<file path="config.mk">
export PLATFORM = sky130hd
export DESIGN_NAME = axi_lite_cmd_master
export DESIGN_NICKNAME = d
export VERILOG_FILES = /design/src/rtl/ntp_axi_pkg.sv /design/src/rtl/axi_lite_cmd_master.sv
export SDC_FILE = /design/constraint.sdc
export NUM_CORES = 1
export LEC_CHECK = 0
export BUFFER_PORTS_ARGS = -buffer_cell sky130_fd_sc_hd__buf_4
export CORE_MARGIN = 2
export CORE_UTILIZATION = 35
export DETAILED_ROUTE_END_ITERATION = 6
export PLACE_DENSITY = 0.66
export SLEW_MARGIN = 20
export SYNTH_ARGS = -nofsm -noshare
export SYNTH_HDL_FRONTEND = slang
export SYNTH_SLANG_ARGS = --single-unit
</file>
<file path="constraint.sdc">
create_clock -name s_axi_clk -period 1.6 [get_ports s_axi_clk]
set_input_delay 0.16 -clock s_axi_clk [delete_from_list [all_inputs] [get_ports s_axi_clk]]
set_output_delay 0.16 -clock s_axi_clk [all_outputs]
set_load 0.03 [all_outputs]
</file>
<file path="src/rtl/ntp_axi_pkg.sv">
// Shared AXI4-Lite definitions for the network-path register masters.
// Holds response codes, the command master FSM states and the counter width.
package ntp_axi_pkg;

    localparam logic [1:0] RESP_OKAY   = 2'b00;
    localparam logic [1:0] RESP_SLVERR = 2'b10;

    localparam int TO_CNT_W = 16;

    typedef enum logic [1:0] {
        IDLE  = 2'd0,
        BUSY  = 2'd1,
        RSP   = 2'd2,
        DRAIN = 2'd3
    } state_t;

endpackage

</file>
<file path="src/rtl/axi_lite_cmd_master.sv">
// Single-outstanding AXI4-Lite master driven by a cmd/rsp handshake.
// Ports: s_axi_clk/aresetn, cmd_* in, rsp_* out, m_axi_* AW/W/B/AR/R.
module axi_lite_cmd_master
    import ntp_axi_pkg::*;
#(
    parameter int TIMEOUT_CYCLES = 1024
) (
    input  logic        s_axi_clk,
    input  logic        s_axi_aresetn,

    input  logic        cmd_valid,
    output logic        cmd_ready,
    input  logic        cmd_we,
    input  logic [31:0] cmd_addr,
    input  logic [31:0] cmd_wdata,
    input  logic [3:0]  cmd_wstrb,

    output logic        rsp_valid,
    input  logic        rsp_ready,
    output logic [31:0] rsp_rdata,
    output logic [1:0]  rsp_resp,
    output logic        rsp_timeout,

    output logic [31:0] m_axi_awaddr,
    output logic [2:0]  m_axi_awprot,
    output logic        m_axi_awvalid,
    input  logic        m_axi_awready,

    output logic [31:0] m_axi_wdata,
    output logic [3:0]  m_axi_wstrb,
    output logic        m_axi_wvalid,
    input  logic        m_axi_wready,

    input  logic [1:0]  m_axi_bresp,
    input  logic        m_axi_bvalid,
    output logic        m_axi_bready,

    output logic [31:0] m_axi_araddr,
    output logic [2:0]  m_axi_arprot,
    output logic        m_axi_arvalid,
    input  logic        m_axi_arready,

    input  logic [31:0] m_axi_rdata,
    input  logic [1:0]  m_axi_rresp,
    input  logic        m_axi_rvalid,
    output logic        m_axi_rready
);

    localparam bit TO_EN = (TIMEOUT_CYCLES != 0);
    localparam logic [TO_CNT_W-1:0] TO_LAST =
        TO_CNT_W'(TIMEOUT_CYCLES - 1);

    state_t              r_state;
    logic                r_cmd_ready;
    logic                r_rsp_valid;
    logic [31:0]         r_rsp_rdata;
    logic [1:0]          r_rsp_resp;
    logic                r_rsp_timeout;

    logic [31:0]         r_addr;
    logic [31:0]         r_wdata;
    logic [3:0]          r_wstrb;

    logic                r_aw_pend;
    logic                r_w_pend;
    logic                r_b_pend;
    logic                r_ar_pend;
    logic                r_r_pend;

    logic [TO_CNT_W-1:0] r_cnt;

    logic w_bready;
    logic w_rready;
    logic w_aw_hs;
    logic w_w_hs;
    logic w_b_hs;
    logic w_ar_hs;
    logic w_r_hs;
    logic w_accept;
    logic w_any_nxt;

    // B/R are only accepted once their address/data beats are out,
    // so a response can never overtake its own request.
    assign w_bready = r_b_pend & ~r_aw_pend & ~r_w_pend;
    assign w_rready = r_r_pend & ~r_ar_pend;

    assign w_aw_hs  = r_aw_pend & m_axi_awready;
    assign w_w_hs   = r_w_pend  & m_axi_wready;
    assign w_b_hs   = w_bready  & m_axi_bvalid;
    assign w_ar_hs  = r_ar_pend & m_axi_arready;
    assign w_r_hs   = w_rready  & m_axi_rvalid;

    assign w_accept = cmd_valid & r_cmd_ready;

    // Pending state after this cycle's handshakes; lets RSP/DRAIN
    // return to IDLE on the same edge the last beat completes.
    assign w_any_nxt = (r_aw_pend & ~w_aw_hs)
                     | (r_w_pend  & ~w_w_hs)
                     | (r_b_pend  & ~w_b_hs)
                     | (r_ar_pend & ~w_ar_hs)
                     | (r_r_pend  & ~w_r_hs);

    always_ff @(posedge s_axi_clk) begin
        if (!s_axi_aresetn) begin
            r_state       <= IDLE;
            r_cmd_ready   <= 1'b0;
            r_rsp_valid   <= 1'b0;
            r_rsp_rdata   <= '0;
            r_rsp_resp    <= RESP_OKAY;
            r_rsp_timeout <= 1'b0;
            r_addr        <= '0;
            r_wdata       <= '0;
            r_wstrb       <= '0;
            r_aw_pend     <= 1'b0;
            r_w_pend      <= 1'b0;
            r_b_pend      <= 1'b0;
            r_ar_pend     <= 1'b0;
            r_r_pend      <= 1'b0;
            r_cnt         <= '0;
        end else begin
            // Flags retire on their own handshake in any state,
            // which also absorbs late responses after a timeout.
            if (w_aw_hs) r_aw_pend <= 1'b0;
            if (w_w_hs)  r_w_pend  <= 1'b0;
            if (w_b_hs)  r_b_pend  <= 1'b0;
            if (w_ar_hs) r_ar_pend <= 1'b0;
            if (w_r_hs)  r_r_pend  <= 1'b0;

            unique case (r_state)
                IDLE: begin
                    if (w_accept) begin
                        r_addr      <= cmd_addr;
                        r_wdata     <= cmd_wdata;
                        r_wstrb     <= cmd_wstrb;
                        r_cnt       <= '0;
                        r_cmd_ready <= 1'b0;
                        r_state     <= BUSY;
                        if (cmd_we) begin
                            r_aw_pend <= 1'b1;
                            r_w_pend  <= 1'b1;
                            r_b_pend  <= 1'b1;
                        end else begin
                            r_ar_pend <= 1'b1;
                            r_r_pend  <= 1'b1;
                        end
                    end else begin
                        r_cmd_ready <= 1'b1;
                    end
                end

                BUSY: begin
                    // Completion has priority over a coincident timeout.
                    if (w_b_hs || w_r_hs) begin
                        r_rsp_resp    <= w_b_hs ? m_axi_bresp : m_axi_rresp;
                        r_rsp_rdata   <= w_r_hs ? m_axi_rdata : 32'h0;
                        r_rsp_timeout <= 1'b0;
                        r_rsp_valid   <= 1'b1;
                        r_state       <= RSP;
                    end else if (TO_EN && (r_cnt == TO_LAST)) begin
                        r_rsp_resp    <= RESP_SLVERR;
                        r_rsp_rdata   <= 32'h0;
                        r_rsp_timeout <= 1'b1;
                        r_rsp_valid   <= 1'b1;
                        r_state       <= RSP;
                    end else begin
                        r_cnt <= r_cnt + TO_CNT_W'(1);
                    end
                end

                RSP: begin
                    if (rsp_ready) begin
                        r_rsp_valid <= 1'b0;
                        if (w_any_nxt) begin
                            r_state <= DRAIN;
                        end else begin
                            r_cmd_ready <= 1'b1;
                            r_state     <= IDLE;
                        end
                    end
                end

                DRAIN: begin
                    if (!w_any_nxt) begin
                        r_cmd_ready <= 1'b1;
                        r_state     <= IDLE;
                    end
                end

                default: r_state <= IDLE;
            endcase
        end
    end

    assign cmd_ready     = r_cmd_ready;
    assign rsp_valid     = r_rsp_valid;
    assign rsp_rdata     = r_rsp_rdata;
    assign rsp_resp      = r_rsp_resp;
    assign rsp_timeout   = r_rsp_timeout;

    assign m_axi_awaddr  = r_addr;
    assign m_axi_awprot  = 3'b000;
    assign m_axi_awvalid = r_aw_pend;
    assign m_axi_wdata   = r_wdata;
    assign m_axi_wstrb   = r_wstrb;
    assign m_axi_wvalid  = r_w_pend;
    assign m_axi_bready  = w_bready;
    assign m_axi_araddr  = r_addr;
    assign m_axi_arprot  = 3'b000;
    assign m_axi_arvalid = r_ar_pend;
    assign m_axi_rready  = w_rready;

endmodule

</file>
## After elaboration in Yosys (flattened, before gate mapping)

Index checks and enable logic that the tools add are counted.

| cells by class | value |
|---|---|
| bitwise gates (word level) | 26 |
| add/subtract/negate cells | 1 |
| muxes and demuxes | 45 |
| reductions and logical operators | 12 |
| equality and inequality tests | 10 |

Operator list:

| kind | count |
|---|---|
| $mux W32 | 3 |
| $mux W16 | 3 |
| $pmux W16 S2 | 1 |
| $mux W1 | 27 |
| $add A16 B1 Y16 const B | 1 |
| $eq A16 B10 Y1 const B | 1 |
| $mux W2 | 8 |
| $and A1 B1 Y1 | 14 |
| $ne A2 B2 Y1 const B | 5 |
| $not A1 Y1 | 8 |
| $pmux W2 S4 | 1 |
| $reduce_and A4 Y1 | 2 |
| $reduce_and A2 Y1 | 3 |
| $reduce_bool A2 Y1 | 3 |
| $eq A2 B2 Y1 const B | 2 |
| $or A1 B1 Y1 | 4 |
| $ne A3 B3 Y1 const B | 1 |
| $pmux W1 S3 | 1 |
| $reduce_and A3 Y1 | 1 |
| $reduce_bool A3 Y1 | 1 |
| $eq A2 B1 Y1 const B | 1 |
| $logic_not A2 Y1 | 1 |
| $pmux W1 S2 | 1 |
| $logic_or A1 B1 Y1 | 1 |

| storage, ports and cells | value |
|---|---|
| logic and storage cells | 109 |
| input port bits | 114 |
| output and inout bits | 148 |
| register bits after elaboration | 128 |

## Depth between registers and ports, before layout

Gate-level depths: netlist (run 1).

| logic depth | value |
|---|---|
| word-level depth | 12 |
| depth in mapped cells | 7 |
| gate-level depth less buffers | 6 |

## Worst setup path before layout (run 1)

OpenSTA, ideal clock, no wires.

| timing | value |
|---|---|
| kind | register -> register |
| start | register r_cnt[0] |
| end | register r_cnt[9] |
| data required time | 1.472 ns |
| path slack | -0.154 ns |
| arrival time | 1.627 ns |
| library setup time | 0.128 ns |
| clock period less this slack | 1.754 ns |
| cell stages (with the launch flop) | 8 |
| buffers on the path | 1 |
| cell sequence | dfxtp_1 -> ha_1 -> nor4bb_1 -> and4_4 -> buf_6 -> a2111oi_2 -> xnor2_1 -> nor2_1 |

| on the way | value |
|---|---|
| word-level cells in the longest chain between the ends | 4 |
| elaborated cells between the ends (all ways) | 7 |
| classes of those cells | add/sub (1); eq/ne (2); mux (3); reduce/logical (1) |

Ends and longest elaborated chain:

| what | RTL line | text |
|---|---|---|
| from (decl) | axi_lite_cmd_master.sv:70 | `logic [TO_CNT_W-1:0] r_cnt;` |
| from (signal assigned) | axi_lite_cmd_master.sv:166 | `r_cnt <= r_cnt + TO_CNT_W'(1);` |
| $add A16 B1 Y16 | axi_lite_cmd_master.sv:166 |  |
| $mux W16 | axi_lite_cmd_master.sv:159 | `end else if (TO_EN && (r_cnt == TO_LAST)) begin` |
| $mux W16 | axi_lite_cmd_master.sv:153 | `if (w_b_hs \|\| w_r_hs) begin` |
| $pmux W16 S2 | axi_lite_cmd_master.sv:129 | `unique case (r_state)` |

Several ways; a longest one is shown, not always the timed one. The select of a mux whose other input is x is not followed.
A chain may end at the register's enable or synchronous reset.

## Worst setup path in the final report (run 1)

| timing | value |
|---|---|
| start | register r_cnt[12] |
| end | register r_rsp_rdata[19], in the netlist rsp_rdata[19] |

| on the way | value |
|---|---|
| word-level cells in the longest chain between the ends | 3 |

Ends and longest elaborated chain:

| what | RTL line | text |
|---|---|---|
| $eq A16 B10 Y1 | axi_lite_cmd_master.sv:159 |  |
| $reduce_bool A2 Y1 (no source line) | -- |  |
| $reduce_and A2 Y1 (no source line) | -- |  |
| to (signal assigned) | axi_lite_cmd_master.sv:155 | `r_rsp_rdata <= w_r_hs ? m_axi_rdata : 32'h0;` |
| to (decl) | axi_lite_cmd_master.sv:56 | `logic [31:0] r_rsp_rdata;` |

No other way between the ends.

==> key figures, run 1 <==
Power and ir drop
  • Combinational share of power: 22.2%
  • Sequential power share: 36.6%
  • Worst VDD drop: 0.0007288 V
  • Switch share: between 20% and 30%
  • Switch Pwr: 2738 µW
  • Total leakage power: around 0.004 µW
  • Power Dens Cells: 1013 nW/µm²
  • Cell-internal power: 6782 µW
  • Clk pwr share: 41.2%
  • Power Total: 9521 µW

Setup path
  • Crit start category: flop
  • Crit-path cells: nor4_4 > buf_4 > and4_4 > o31ai_4 > buf_6 > buf_16 > nand2_1 > a21boi_1
  • Dominant delay contributor by cell family on the critical path: simple AND/OR/NAND/NOR gates
  • RR Startpoint: r_cnt[12]
  • Crit path DAT: ~1900 ps
  • Setup crit end kind: flop
  • Crit path kind: flop to flop
  • CP startpoint: r_cnt[12]
  • CP peak stage delay: 340 ps
  • Crit path buf inv count: 3
  • Worst EP required: around 1900 ps
  • Worst-path maximum fanout: 7
  • Max stage delay cell, worst path: dfxtp_2

Detailed routing
  • DR vias: 5551
  • Routed Antenna Nets: 0
  • DRT Wirelength: roughly 17000 µm
  • Pre-antenna DRT Iters: 4
  • Via density: 4.720
  • Drt wl/cell: 14.65 µm
  • # DRC: 0
  • Initial DRC count: 261

Cells and area
  • Post-layout util: roughly 60%
  • Most frequent cells in the layout: buf_4 (294), nand2_1 (165), dfxtp_1 (121), a21boi_1 (93), dlygate4sd3_1 (93)
  • Nets: between 1k and 1.5k
  • Area delta synth->final: 72.89%
  • Share of cells above drive strength 1: just under 40%
  • Commonest non-fill, non-tap cell in the layout: buf_4
  • Diodes inserted: 0
  • Fillers: 1275

Timing
  • Final Critical Period: 1614 ps
  • Slew Limit Fails: 0
  • RSZ-0062 raised after global routing: yes
  • Peak Freq: 619.5 MHz
  • Worst setup margin: -14.22 ps
  • # setup viols final: 15
  • Part of the cycle the worst path needs: 100.9%
  • Clk_skew: ~6.2 ps
  • Fin. Hold Viols: 0

Run
  • Max Cap Viol: 0

Placement
  • Placed wire-length estimate: 11010 µm
  • IO Port Bufs: between 200 and 300
  • Routability congestion estimate: 0.7602

Yosys
  • Cells after Synth: 634
  • Synth Cell Area: around 5400 µm²
  • Synth area leaders: dfxtp_1 (47%), a21boi_1 (14%), nand2_1 (13%)
  • Yosys reg bits: 128
  • Post-synth top flop: dfxtp_1
  • Yosys warning count: 0
  • Asr flop ratio synth: 0%
  • Netlist cell types: 49
  • Post-synthesis sequential area ratio: ~47%
  • Post-synth top area cell: dfxtp_1
  • Synth Area per Inst: between 8 and 9 µm²
  • Synth top area share: approximately 47%
  • Number of enable-type register cells in the synthesized netlist: 0

CTS
  • Htree depth: 4
  • Clk Latency, worst-skew pair: 420 ps
  • TritonCTS clock tree: done
  • Clock Tree Buf Depth: 2
  • Clock Sinks: around 130
  • CTS buffer count: 17
  • Reg clk slew, reported paths: 60 ps
  • Root Driver: clkbuf_16

Die
  • Die W: approximately 130 µm
  • Placeable Area: 15200 µm²
  • I/O pins: about 260
  • Die height: around 130 µm
  • DIE AREA: about 17000 µm²
  • Initial core utilization: 35.76%
  • Core Rows: 45

Outcome
  • Failing checks: setup timing
  • Status: complete, but fails checks

Global route
  • Antenna violations before repair: 0
  • Global-route wire length before repair: 26630 µm
  • Largest net degree at the start of global routing: 70
  • Vias in the first global route: 5262
  • Congestion Overflow GR: 0
  • Gr usage total: 20.28%

Min path
  • Hold path startpoint: m_axi_rdata[24]
  • Worst min path class: input port to flop
==> worst reg2reg max path: stages, from the launching register on <==
cell	delay [ps]
dfxtp_2	340
nor4_4	270
buf_4	150
and4_4	270
o31ai_4	70
buf_6	140
buf_16	150
nand2_1	60
a21boi_1	50
==> cell families (layout without fill, tap and decap cells) <==
logic type | Yosys count | in the layout | share of synthesized area (%)
compound gates | 128 | 128 | 18.30
xor+xnor | 14 | 14 | 2.256
fa+ha+maj | 1 | 1 | 0.2301
buf+inv | 81 | 430 | 8.700
flops | 128 | 128 | 47.13
mux | 1 | 1 | 0.1841
other cells | 1 | 6 | 0.06898
simple gates | 280 | 280 | 23.13
==> cells in the mapped netlist (all sizes together) (3+ instances only) <==
library cell,count
dfxtp,128
a21oi,3
xnor2,14
nand2,182
nor2,21
and4,3
a2111oi,3
a211oi,4
nand2b,3
buf,50
clkbuf,30
o21ai,3
nor4,3
a21boi,106
nand3,46
and4bb,3
==> power by group through the flow <==
stage	registers (µW)	logic (µW)	clock network, µW
floorplan	3850	834	0
global placement	3550	1860	0
detailed placement	3550	1880	0
CTS	3480	2090	4010
global route	3500	2260	4170
finish	3490	2110	3930
==> path summary, 6_finish.rpt <==
path | end | slack [ps] | cells after the start
max | rsp_rdata[19] | -10 | 8
min | rsp_rdata[24] | 30 | 3
max reg2reg | rsp_rdata[19] | -10 | 8
min reg2reg | m_axi_wdata[26] | 450 | 2
==> layout make-up <==
class	count	area [µm²]	area share [%]
tap	188	235.2	2.503
timing repair buffer	398	3324	35.37
sequential	128	2571	27.36
multi-input combinational	430	2663	28.33
clock buffer	18	439.2	4.673
clock inverter	13	162.7	1.731
inverter	1	3.754	0.03994
==> flip-flops by register name, summed over array words and instances (netlist names), 2 cells and up <==
| name | cells |
|---|---|
| r_state | 2 |
| r_cnt | 16 |
| m_axi_wstrb | 4 |
| rsp_rdata | 32 |
| m_axi_araddr | 32 |
| rsp_resp | 2 |
| m_axi_wdata | 32 |
==> metal layers <==
layer / GRT usage (%) / vias to the layer above / wire length, µm
met1: 24.02 / 2562 / 7126
li1: - / 2754 / -
met5: 0 / - / 0
met3: 7.110 / 27 / 1430
met4: 6.650 / 0 / 285
met2: 34.48 / 208 / 8385
==> timing repair <==
action | in CTS | in global routing
setup endpoints to repair | 38 | 50
hold endpoints to repair | 93 | 0
setup buffers | 2 | 1
gates cloned | 1 | 0
pin swaps | 17 | 19
resized for setup | 13 | 38
hold buffers | 93 | 0
==> metrics by stage <==
| step | TNS, ps | worst slack [ps] | std cells | hold WS (ps) | cell area, µm² |
|---|---|---|---|---|---|
| 6_report | -88.45 | -14.22 | 1176 | 29.41 | 9399 |
| 4_1_cts | -843.6 | -53.32 | 1175 | 1.109 | 9240 |
| 3_3_place_gp | -282.1 | -26.55 | 1048 | 408.1 | 7607 |
| 5_1_grt | -2699 | -85.21 | 1176 | 24.99 | 9399 |
| 3_5_place_dp | -1117 | -69.63 | 1048 | 415.9 | 7607 |
| 2_1_floorplan | -60.05 | -2.098 | 639 | 294.9 | 5530 |
(Power assumes the default switching activity.)
==> run 2: changes to the inputs <==
- CORE_MARGIN: 2 -> 4
==> key figures, run 2 (same netlist as run 1, synthesis figures left out) <==
CTS
  • Htree depth: 4 (unchanged)
  • Reg clk slew, reported paths: 50 ps (about the same)
  • TritonCTS clock tree: done
  • Root Driver: clkbuf_16
  • CTS buffer count: 17 (unchanged)
  • Clock Sinks: 128 (unchanged)
  • Clk Latency, worst-skew pair: 410 ps (about the same)
  • Clock Tree Buf Depth: 2 (unchanged)

Setup path
  • Dominant delay contributor by cell family on the critical path: simple AND/OR/NAND/NOR gates
  • R2R Setup Slk: -60 ps (-40 ps)
  • Worst Setup EP: rsp_rdata[18]
  • Crit path kind: flop to flop
  • Crit path buf inv count: 2 (-1)
  • Max stage delay cell, worst path: dfxtp_2
  • RR Startpoint: r_cnt[0]
  • Crit start category: flop
  • CP startpoint: r_cnt[0]
  • Crit-path cells: ha_4 > nor4bb_4 > and4_4 > o31ai_4 > buf_6 > clkbuf_16 > nand2_1 > a21boi_1
  • Setup crit end kind: flop
  • Levels on crit path: 8 (unchanged)
  • CP peak stage delay: 330 ps (about the same)
  • Worst-path maximum fanout: 12 (+5)
  • R2r endpoint: rsp_rdata[18]
  • R2R depth: 8 (unchanged)
  • Worst EP required: 1940 ps (+30 ps)
  • Crit path DAT: 1990 ps (+70 ps)

Cells and area
  • Nets: 1058 (-3.0%)
  • Most frequent cells in the layout: buf_4 (295), nand2_1 (177), dfxtp_1 (120), a21boi_1 (94), dlygate4sd3_1 (56)
  • Share of cells above drive strength 1: 39.62% (+0.048 points)
  • Commonest non-fill, non-tap cell in the layout: buf_4
  • Diodes inserted: 0 (unchanged)
  • Fillers: 1361 (+6.7%)
  • Multi-input logic area: 2603 µm² (-2.3%)
  • Register area: 2572 µm² (about the same)
  • Post-layout util: 59.05% (-2.8 points)
  • Area delta synth->final: 65.13%

Placement
  • Routability congestion estimate: 0.7995 (+5.2%)
  • IO Port Bufs: 255 (unchanged)
  • Placed wire-length estimate: 11880 µm (+7.8%)

Detailed routing
  • DRT Wirelength: 17410 µm (+1.1%)
  • Drt wl/cell: 15.25 µm (+4.1%)
  • Via density: 4.708 (-0.25%)
  • Initial DRC count: 169 (-35%)
  • # DRC: 0 (unchanged)
  • DR vias: 5377 (-3.1%)
  • Routed Antenna Nets: 0 (unchanged)
  • Pre-antenna DRT Iters: 4 (unchanged)

Timing
  • Worst setup margin: -57.11 ps (-42.88 ps)
  • # setup viols final: 34 (+19)
  • Slew Limit Fails: 0 (unchanged)
  • Clk_skew: 7.155 ps (+0.9187 ps)
  • Final Critical Period: 1657 ps (+42.88 ps)
  • Part of the cycle the worst path needs: 103.6% (+2.7 points)
  • Setup TNS: -1033 ps (-944.4 ps)
  • RSZ-0062 raised after global routing: yes
  • Worst Hold Slack: 18.12 ps (-11.29 ps)
  • Peak Freq: 603.5 MHz (-2.6%)
  • Fin. Hold Viols: 0 (unchanged)

Die
  • Core Rows: 45 (unchanged)
  • Placeable Area: 15200 µm² (unchanged)
  • I/O pins: 262 (unchanged)
  • Initial core utilization: 35.76% (unchanged)
  • Die height: 132.6 µm (+3.1%)
  • DIE AREA: 17590 µm² (+6.3%)
  • Die W: 132.6 µm (+3.1%)

Global route
  • Vias in the first global route: 5225 (-0.70%)
  • Global-route wire length before repair: 27320 µm (+2.6%)
  • Congestion Overflow GR: 0 (unchanged)
  • Largest net degree at the start of global routing: 58 (-17%)
  • Antenna violations before repair: 0 (unchanged)
  • Gr usage total: 19.03% (-1.2 points)

Outcome
  • Status: complete, but fails checks
  • Failing checks: setup timing

Power and ir drop
  • Total leakage power: 0.003857 µW (-4.0%)
  • Power Dens Cells: 1030 nW/µm² (+1.6%)
  • Worst VDD drop: 0.0007464 V (+2.4%)

Min path
  • Worst min path class: input port to flop

Run
  • Max Cap Viol: 0 (unchanged)
-- run 2: changes by cell type in the layout (fill, tap and decap cells not counted), moves of 2 or more --
| cell | previous run | this run |
|---|---|---|
| buf_12 | 4 | 6 |
| buf_6 | 3 | 7 |
| buf_8 | 3 | 0 |
| clkbuf_1 | 0 | 4 |
| clkbuf_8 | 1 | 3 |
| clkinv_4 | 5 | 0 |
| dlygate4sd3_1 | 93 | 56 |
| nand2_1 | 165 | 177 |
| nand2_2 | 14 | 3 |
-- run 2: what timing repair did --
item	in CTS	in global routing
gates resized for setup	2	31
pin swaps	0	21
hold buffers	56	0
endpoints found under the hold margin	56	0
endpoints found under the setup margin	42	54
setup buffers	0	5
cloned	0	1
-- run 2: layout make-up --
type                       instances  area share [%]
timing repair buffer             365           33.41
clock inverter                     6          0.9199
sequential                       128           28.66
clock buffer                      24           5.366
tap                              188           2.620
inverter                           1         0.04181
multi-input combinational        430           28.99
-- run 2: worst min path at each step --
stage / startpoint / to / slack [ps] / depth (start not counted)
after floorplan: cmd_addr[0] / m_axi_araddr[0] / 290 / 2
final: m_axi_rdata[31] / rsp_rdata[31] / 20 / 3
after CTS: cmd_addr[30] / m_axi_araddr[30] / 0.5 / 3
after detailed placement: cmd_addr[29] / m_axi_araddr[29] / 420 / 3
after global placement: cmd_wdata[2] / m_axi_wdata[2] / 410 / 3
after global routing: m_axi_rdata[31] / rsp_rdata[31] / 3 / 3
-- run 2: stage by stage --
stage / cell area [µm²] / std cells / power [µW] / setup slack [ps]
2_1_floorplan: 5530 / 639 / 4683 / -2.098
3_3_place_gp: 7647 / 1050 / 5421 / -8.733
3_5_place_dp: 7647 / 1050 / 5437 / -41.30
4_1_cts: 8783 / 1136 / 9281 / -43.88
5_1_grt: 8977 / 1142 / 9607 / -104.4
6_report: 8977 / 1142 / 9243 / -57.11
-- run 2: metal layers --
metal	GRT usage (%)	routed length (µm)
met5	0	0
met4	6.120	270
met3	8.707	1682
met2	31.76	8526
met1	21.74	6933
-- run 2: tightest hold or removal path, delay by kind of cell --
| family | cells | cell delay (ps) |
|---|---|---|
| AO/OA/AOI/OAI | 1 | 50 |
| AND/OR/NAND/NOR | 1 | 50 |
| buffers and inverters | 1 | 110 |
-- run 2: report_power, final --
part | leakage (µW) | internal [µW] | switching (µW)
registers | 0.00104 | 3370 | 128
clock network | 0.000276 | 2390 | 1320
logic | 0.00254 | 878 | 1160
total | 0.00386 | 6640 | 2600
==> run 3: changes to the inputs <==
- BUFFER_PORTS_ARGS: -buffer_cell sky130_fd_sc_hd__buf_4 -> not set
- DONT_BUFFER_PORTS: not set -> 1
- PLACE_DENSITY: 0.66 -> not set
==> key figures, run 3 (same netlist as run 1, synthesis figures left out) <==
Outcome
  • Status: complete, but fails checks
  • Failing checks: hold timing, setup timing

Placement
  • IO Port Bufs: 0 (-100%)
  • Placed wire-length estimate: 10650 µm (-10%)
  • Routability congestion estimate: 0.8465 (+5.9%)
  • Dpl cells: 823 (-22%)

CTS
  • Htree depth: 4 (unchanged)
  • Clk Latency, worst-skew pair: 410 ps (about the same)
  • Reg clk slew, reported paths: 60 ps (about the same)
  • Clock Sinks: 128 (unchanged)
  • Root Driver: clkbuf_16
  • Clock Tree Buf Depth: 2 (unchanged)
  • TritonCTS clock tree: done
  • CTS buffer count: 17 (unchanged)

Min path
  • Worst min path class: input port to flop
  • Hold path startpoint: s_axi_aresetn
  • Worst Hold Path Cells: 1 (-2)
  • Min-Delay Endpoint: r_state[1]

Global route
  • Antenna violations before repair: 0 (unchanged)
  • Global-route wire length before repair: 25310 µm (-7.4%)
  • Largest net degree at the start of global routing: 115 (+98%)
  • Vias in the first global route: 4836 (-7.4%)
  • Congestion Overflow GR: 0 (unchanged)
  • Gr usage total: 17.88% (-1.1 points)

Power and ir drop
  • Worst VDD drop: 0.0007000 V (-6.2%)
  • Total leakage power: 0.002870 µW (-26%)
  • Clk pwr share: 43.3% (+3.2 points)
  • Cell-internal power: 6447 µW (-2.9%)
  • Power Dens Cells: 1178 nW/µm² (+14%)
  • Switch share: 28.89% (+0.71 points)
  • Switch Pwr: 2619 µW (+0.55%)
  • Combinational share of power: 16.2% (-5.8 points)
  • Sequential power share: 40.5% (+2.7 points)

Cells and area
  • Final Non-Filler Cells: 954 (-16%)
  • Share of cells above drive strength 1: 20.55% (-19 points)
  • Most frequent cells in the layout: nand2_1 (180), dfxtp_1 (118), a21boi_1 (94), dlygate4sd3_1 (93), buf_4 (71)
  • Commonest non-fill, non-tap cell in the layout: nand2_1
  • Nets: 866 (-18%)
  • Area delta synth->final: 41.56%

Die
  • DIE AREA: 17590 µm² (unchanged)
  • Die height: 132.6 µm (unchanged)
  • Die W: 132.6 µm (unchanged)
  • I/O pins: 262 (unchanged)
  • Core Rows: 45 (unchanged)
  • Placeable Area: 15200 µm² (unchanged)
  • Initial core utilization: 35.76% (unchanged)

Setup path
  • R2R depth: 8 (unchanged)
  • Setup crit end kind: flop
  • RR Startpoint: r_cnt[1]
  • Worst EP required: 1930 ps (about the same)
  • Crit path DAT: 2040 ps (+50 ps)
  • Worst-path maximum fanout: 13 (+1)
  • R2r endpoint: rsp_rdata[14]
  • R2R Setup Slk: -110 ps (-50 ps)
  • Crit start category: flop
  • Crit path kind: flop to flop

Timing
  • Part of the cycle the worst path needs: 106.7% (+3.2 points)
  • Peak Freq: 585.5 MHz (-3.0%)
  • Fin. Hold Viols: 112 (+112)
  • Setup TNS: -2434 ps (-1401 ps)
  • Final Critical Period: 1708 ps (+50.74 ps)
  • Clk_skew: 4.756 ps (-2.399 ps)
  • # setup viols final: 37 (+8.8%)
  • Slew Limit Fails: 0 (unchanged)
  • RSZ-0062 raised after global routing: yes
  • Worst setup margin: -107.8 ps (-50.74 ps)
  • Worst Hold Slack: -98.55 ps (-116.7 ps)

Detailed routing
  • Initial DRC count: 197 (+17%)
  • # DRC: 0 (unchanged)
  • DRT Wirelength: 16470 µm (-5.4%)
  • Pre-antenna DRT Iters: 5 (+1)
  • Drt wl/cell: 17.27 µm (+13%)
  • DR vias: 4810 (-11%)
  • Routed Antenna Nets: 0 (unchanged)
  • Via density: 5.042 (+7.1%)

Run
  • Max Cap Viol: 0 (unchanged)
## run 3: cell types whose count changed in the layout (fill, tap and decap cells not counted), sizes merged
cell / delta
clkinv: +1
inv: +2
clkbuf: -4
dlygate4sd3: +37
buf: -230
diode: +2
bufinv: +1
clkinvlp: +3
## run 3: worst max-delay path: stages, from the launching register on
cell and delay (ps):
dfxtp_2 330, ha_4 160, nor4bb_4 140, and4_4 210, o31ai_4 230, buf_6 170
clkbuf_16 170, nand2_1 60, a21boi_1 150
## run 3: area by class of cell
class | count | area (µm²)
antenna | 2 | 5.005
clock buffer | 19 | 442.9
clock inverter | 13 | 161.4
fill | 1337 | 7506
inverter | 1 | 3.754
multi-input combinational | 430 | 2645
sequential | 128 | 2575
tap | 188 | 235.2
timing repair buffer | 173 | 1628
## run 3: repair_timing
action	CTS	global route
setup endpoints to repair	14	53
pin swaps	7	14
hold endpoints to repair	112	112
resized for setup	7	28
gates cloned	0	2
hold buffers	92	1
buffers inserted	0	2
## run 3: metrics by stage
| stage | total power, µW | util, % | hold slack [ps] | area, µm² | setup WS (ps) |
|---|---|---|---|---|---|
| 5_1_grt | 9431 | 50.59 | -114.9 | 7691 | -163.6 |
| 2_1_floorplan | 4683 | - | 294.9 | 5530 | -2.098 |
| 3_3_place_gp | 4896 | 38.93 | 295.7 | 5918 | 7.747 |
| 6_report | 9067 | 50.63 | -98.55 | 7696 | -107.8 |
| 4_1_cts | 9091 | 49.23 | -134.4 | 7485 | -15.74 |
| 3_5_place_dp | 4928 | 38.93 | 300.9 | 5918 | -15.79 |
## run 3: how the worst max path moves through the flow
stage / startpoint / endpoint / slack, ps / depth (start not counted)
detailed placement: r_cnt[1] / r_cnt[7] / -20 / 7
finish: r_cnt[1] / rsp_rdata[14] / -110 / 8
global route: r_cnt[1] / rsp_rdata[22] / -160 / 8
CTS: r_cnt[1] / rsp_rdata[22] / -20 / 7
floorplan: m_axi_arvalid / rsp_rdata[10] / -2 / 6
global placement: r_cnt[1] / r_cnt[9] / 8 / 7
## run 3: power by group through the flow
stage	clock [µW]	sequential, µW	combinational, µW
finish	3930	3670	1470
global route	4160	3690	1580
CTS	4030	3670	1390
detailed placement	0	3740	1190
global placement	0	3730	1160
floorplan	0	3850	834
## run 3: routing by layer
layer	up-vias	global-route usage [%]	wire, µm
li1	2316	-	-
met1	2232	18.48	6021
met2	237	32.27	8609
met3	25	7.490	1460
met4	0	6.640	382
met5	-	0	0
